**config.mk**
```make
export PLATFORM = sky130hd
export DESIGN_NAME = wb_block_copier
export DESIGN_NICKNAME = d
export VERILOG_FILES = /design/src/rtl/wb_block_copier.sv
export SDC_FILE = /design/constraint.sdc
export NUM_CORES = 1
export LEC_CHECK = 0
export ABC_CLOCK_PERIOD_IN_PS = 5620
export CORE_AREA = 3 3 113 196
export CTS_CLUSTER_DIAMETER = 60
export CTS_CLUSTER_SIZE = 30
export DETAILED_ROUTE_END_ITERATION = 12
export DIE_AREA = 0 0 116 199
export GPL_TIMING_DRIVEN = 0
export HOLD_SLACK_MARGIN = 0.12
export SLEW_MARGIN = 5
export SYNTH_ARGS = -nofsm -noshare
export SYNTH_HDL_FRONTEND = slang
export SYNTH_SLANG_ARGS = --single-unit
```
**constraint.sdc**
```tcl
create_clock -name wb_clk -period 5.62 [get_ports wb_clk]
set_clock_uncertainty 0.05 [all_clocks]
set_input_delay 1.124 -clock wb_clk [delete_from_list [all_inputs] [get_ports wb_clk]]
set_output_delay 1.124 -clock wb_clk [all_outputs]
set_load 0.03 [all_outputs]
```
**src/rtl/wb_block_copier.sv**
```systemverilog
// Wishbone block copier: word-by-word read/write copy from src to dst.
// Optional ack timeout when WB_COPY_TIMEOUT_EN is defined.
module wb_block_copier #(
    parameter int WB_DATA_WIDTH  = 32,
    parameter int WB_ADDR_WIDTH  = 32,
    parameter int LEN_WIDTH      = 16,
    parameter int TIMEOUT_CYCLES = 255
) (
    input  logic                     wb_clk,
    input  logic                     wb_rst_n,
    input  logic [WB_ADDR_WIDTH-1:0] src_adr_i,
    input  logic [WB_ADDR_WIDTH-1:0] dst_adr_i,
    input  logic [LEN_WIDTH-1:0]     len_i,
    input  logic                     start_i,
    input  logic                     abort_i,
    output logic                     busy_o,
    output logic                     done_o,
    output logic                     err_o,
    output logic [WB_ADDR_WIDTH-1:0] wb_adr_o,
    output logic [WB_DATA_WIDTH-1:0] wb_dat_o,
    input  logic [WB_DATA_WIDTH-1:0] wb_dat_i,
    output logic                     wb_we_o,
    output logic                     wb_cyc_o,
    output logic                     wb_stb_o,
    output logic [3:0]               wb_sel_o,
    input  logic                     wb_ack_i,
    input  logic                     wb_err_i
);

    localparam logic [1:0] S_IDLE = 2'd0;
    localparam logic [1:0] S_RD   = 2'd1;
    localparam logic [1:0] S_WR   = 2'd2;
    localparam logic [1:0] S_FIN  = 2'd3;

    logic [1:0]               r_state;
    logic [WB_ADDR_WIDTH-1:0] r_src;
    logic [WB_ADDR_WIDTH-1:0] r_dst;
    logic [LEN_WIDTH-1:0]     r_cnt;
    logic [WB_DATA_WIDTH-1:0] r_data;
    logic                     r_err;

    logic w_rd;
    logic w_wr;
    logic w_active;
    logic w_tmo;
    logic w_stop;

    assign w_rd     = (r_state == S_RD);
    assign w_wr     = (r_state == S_WR);
    assign w_active = w_rd | w_wr;

`ifdef WB_COPY_TIMEOUT_EN
    localparam int TW = $clog2(TIMEOUT_CYCLES + 1);

    logic [TW-1:0] r_tmo;

    // an ack in the final allowed cycle still counts as on time
    assign w_tmo = (r_tmo == TW'(TIMEOUT_CYCLES - 1)) && !wb_ack_i;

    always_ff @(posedge wb_clk) begin
        if (!wb_rst_n || !w_active || wb_ack_i) begin
            r_tmo <= '0;
        end else begin
            r_tmo <= r_tmo + 1'b1;
        end
    end
`else
    logic [31:0] w_unused_tmo;

    assign w_unused_tmo = 32'(TIMEOUT_CYCLES);
    assign w_tmo        = 1'b0;
`endif

    // abort and bus error both outrank a same-cycle ack
    assign w_stop = w_active & (abort_i | wb_err_i | w_tmo);

    assign wb_cyc_o = w_active;
    assign wb_stb_o = w_active;
    assign wb_we_o  = w_wr;
    assign wb_sel_o = w_active ? 4'hF : 4'h0;
    assign wb_adr_o = w_rd ? r_src : (w_wr ? r_dst : '0);
    assign wb_dat_o = w_wr ? r_data : '0;
    assign busy_o   = (r_state != S_IDLE);
    assign done_o   = (r_state == S_FIN);
    assign err_o    = r_err;

    always_ff @(posedge wb_clk) begin
        if (!wb_rst_n) begin
            r_state <= S_IDLE;
            r_src   <= '0;
            r_dst   <= '0;
            r_cnt   <= '0;
            r_data  <= '0;
            r_err   <= 1'b0;
        end else if (w_stop) begin
            r_err   <= 1'b1;
            r_state <= S_FIN;
        end else begin
            case (r_state)
                S_IDLE: begin
                    if (start_i) begin
                        if (len_i != '0) begin
                            r_src   <= src_adr_i;
                            r_dst   <= dst_adr_i;
                            r_cnt   <= len_i;
                            r_err   <= 1'b0;
                            r_state <= S_RD;
                        end else begin
                            r_state <= S_FIN;
                        end
                    end
                end
                S_RD: begin
                    if (wb_ack_i) begin
                        r_data  <= wb_dat_i;
                        r_state <= S_WR;
                    end
                end
                S_WR: begin
                    if (wb_ack_i) begin
                        r_src   <= r_src + WB_ADDR_WIDTH'(4);
                        r_dst   <= r_dst + WB_ADDR_WIDTH'(4);
                        r_cnt   <= r_cnt - 1'b1;
                        r_state <= (r_cnt == LEN_WIDTH'(1)) ? S_FIN : S_RD;
                    end
                end
                S_FIN: begin
                    r_state <= S_IDLE;
                end
                default: begin
                    r_state <= S_IDLE;
                end
            endcase
        end
    end

endmodule

```
==> run_results.csv <==
group,metric,value,unit
outcome,result_of_the_run,"finished clean",
logic_synthesis,synth_area_leaders,"dfxtp_1, nand2_1, a21oi_1",
sta,timing_hold_violations_final,0,
setup_path,cp_num_buf_inv,5,
detailed_routing,drt_first_iter_violations,760,
place,dp.final_hpwl,23800,µm
clock_network,ctsHtreeMaxLevel,4,
setup_path,timing.critical_path.required,4450,ps
logic_synthesis,ys_seq_area_frac,0.322,
layout,antennaDiodeCount,0,
logic_synthesis,asyncSetResetFlopFracSynth,0,
logic_synthesis,synth_seq_cells,115,
logic_synthesis,synthesis.yosys.warnings,0,
floorplanning,initial_utilization,0.343,
power,leakage,3.31,nW
detailed_routing,drc_errors,0,
sta,setup_total_negative_slack,0,ps
sta,timing_worst_slew_pin_value,1280,ps
power,power.density,508,nW/µm²
setup_path,crit_arrival,3850,ps
clock_network,clk_transition_reported_paths,60,ps
clock_network,cts_made_buffers,17,
floorplanning,die_x,116,µm
layout,layout_utilization,0.477,
floorplanning,core-area,20800,µm²
place,placement.setup.worst_slack,1040,ps
floorplanning,boundaryPins,192,
setup_path,crit_slowest_cell,"clkbuf_1",
setup_path,critical-path-max-stage-delay,720,ps
min_path,hp-class,"flop to flop",
floorplanning,core.rowCount,70,
logic_synthesis,syn_area,7150,µm²
sta,holdWs,398,ps
sta,maxSlewViolCount,0,
setup_path,timing.setup.critical_path_class,"flop to output pin",
sta,timing.final.ws_setup,597,ps
global_routing,grtUsageTotal,0.271,
clock_network,cts_buffer_depth,2,
power,worst_ir_drop_vdd,0.226,mV
layout,regArea,2300,µm²
global_routing,globalRoute.totalOverflow,0,
detailed_routing,antenna_violating_nets_post_route,0,
logic_synthesis,post_synth_num_cell_types,66,
global_routing,antenna_found_initial,0,
job,timing.max_cap.violations,0,
clock_network,tritoncts,"yes",
sta,timing.final.crit_share,0.894,
setup_path,critPathMostFrequentCell,"clkbuf_1",
sta,post-route-min-period,5020,ps
logic_synthesis,syn-instance-count,1022,
sta,rsz0062_at_grt,"false",
global_routing,grt_first_pass_wirelength,47800,µm
floorplanning,die_height,199,µm
logic_synthesis,number_of_flops_mapped_to_enable_cells_by_yosys,0,
place,globalplace.congestion,0.925,
logic_synthesis,synth_fp_nets,1148,
setup_path,critical-path-top-delay-family,"buffers and inverters",
layout,syn2layout_area_growth,39.0,%
setup_path,path_cells,"inv_1, ha_1, clkbuf_1, clkbuf_1, clkbuf_1, and2_1, clkdlybuf4s50_1",
clock_network,post_cts.resized_instances,0,
detailed_routing,routed_wire_length_per_instance,21.1,µm
sta,timing.final.setup_violations,0,
setup_path,crit_path_max_fanout,10,
place,placement.io_buffers,190,
clock_network,clock-sinks,115,
layout,fillerInstances,2153,
setup_path,setup.worst_path.end_class,"output pin",
global_routing,grt_start_max_net_pins,17,
detailed_routing,firstDrtPassIters,6,
logic_synthesis,avgSynthCellArea,7.00,µm²
logic_synthesis,synthDominantCellAreaShare,0.322,
logic_synthesis,synth.most_common_cell,"nand2_1",
layout,multi_input_comb_area,4400,µm²
floorplanning,design.die.area,23100,µm²
clock_network,post_cts_buffers,0,
sta,slew_headroom,0.140,
logic_synthesis,synth_cell_count_leaders,"nand2_1, dfxtp_1, a21oi_1",
clock_network,worstSkewPairLatency,430,ps
setup_path,critPathLaunchType,"flop",
detailed_routing,via_per_inst,5.77,
detailed_routing,vias,8631,
logic_synthesis,post-synth-top-area-cell,"dfxtp_1",
global_routing,number_of_global_route_vias_before_repair,8536,
logic_synthesis,postSynth.topFlopCell,"dfxtp_1",
detailed_routing,wirelength,31600,µm
clock_network,clk_root_buffer_cell,"clkbuf_16",
clock_network,hold_buffers,0,
layout,num-nets-final,1357,
layout,drive_above_1_share,0.0450,
sta,timing.fmax,199,MHz
## sequential cells by signal (all words and copies together), names as in the netlist
signal	flops
r_data	32
r_cnt	16
r_dst	32
err_o	1
r_state	2
r_src	32
## area by class of cell
type / count / area share
Sequential cell: 115 / 0.232
Tap cell: 252 / 0.0317
Clock inverter: 15 / 0.0145
Multi-Input combinational cell: 796 / 0.443
Timing Repair Buffer: 190 / 0.191
Buffer: 94 / 0.0389
Inverter: 17 / 0.00642
Clock buffer: 17 / 0.0428
## stage by stage
step	std cells	cell area (µm²)	power, mW
finish	1496	9940	5.05
floorplan	1022	7150	2.91
CTS	1496	9940	5.01
detailed placement	1464	9370	3.92
global route	1496	9940	5.32
global placement	1464	9370	3.90
## logic make-up (layout without fill, tap and decap cells)
kind of cell | count (synthesis) | count (layout) | synth area share
simple gates | 450 | 450 | 0.316
mux | 12 | 12 | 0.0173
compound gates | 326 | 326 | 0.268
fa+ha+maj | 8 | 8 | 0.0140
buf+inv | 111 | 333 | 0.0630
flops | 115 | 115 | 0.322
## worst paths after layout
kind / startpoint / endpoint / slack, ps / cells past startpoint
worst max-delay path: r_state[0]$_SDFFE_PN0P_ / wb_dat_o[0] / 600 / 7
worst min register to register: r_data[21]$_SDFFE_PN0P_ / r_data[21]$_SDFFE_PN0P_ / 400 / 2
worst max register to register: r_state[0]$_SDFFE_PN0P_ / r_src[14]$_SDFFE_PN0P_ / 2440 / 7
worst min-delay path: r_data[21]$_SDFFE_PN0P_ / r_data[21]$_SDFFE_PN0P_ / 400 / 2
## worst reg2reg max path: cells and delay by family, from the launching register on
family                     cells  cell delay (ps)
AOI/OAI and AO/OA              2              460
adders and majority gates      1              300
buffers and inverters          4             1910
DFF                            1              360
## power by group
group          leakage, nW  internal, mW  switching [mW]
Combinational         2.11         0.876            1.67
Clock                0.268         0.619           0.467
Sequential           0.938          1.09           0.331
Total                 3.31          2.58            2.47
## placed cells by master, fill, tap and decap left out, types with 6 or more instances in the layout
master           netlist  routed
inv_1                 17      17
a31oi_1               13      13
dfxtp_1              115     115
ha_1                   8       8
and3_1                 8       8
nor2_1                43      43
nand4_1               17      17
o21ai_1               53      53
nor3b_1                6       6
clkdlybuf4s50_1        0     190
buf_4                  7       7
nor4_1                27      27
nand2_1              196     196
and4_1                10      10
o32ai_1                6       6
and2_1                38      38
nor3_1                21      21
nand3_1               18      18
or4_1                  8       8
o21ai_0               56      56
o22ai_1               13      13
a21oi_1              114     114
buf_2                  6       6
inv_6                  0       8
clkbuf_1              76      76
nor2b_1               33      33
mux2i_1                9       9
clkbuf_16              0      17
o21a_1                14      14
## routing by layer
layer	vias up	GRT usage	routed length, µm
met4	0	0.173	2020
met5	-	0	0
met3	120	0.0615	2590
met2	449	0.472	15800
li1	4065	-	-
met1	3997	0.290	11200
(Power assumes the default switching activity.)
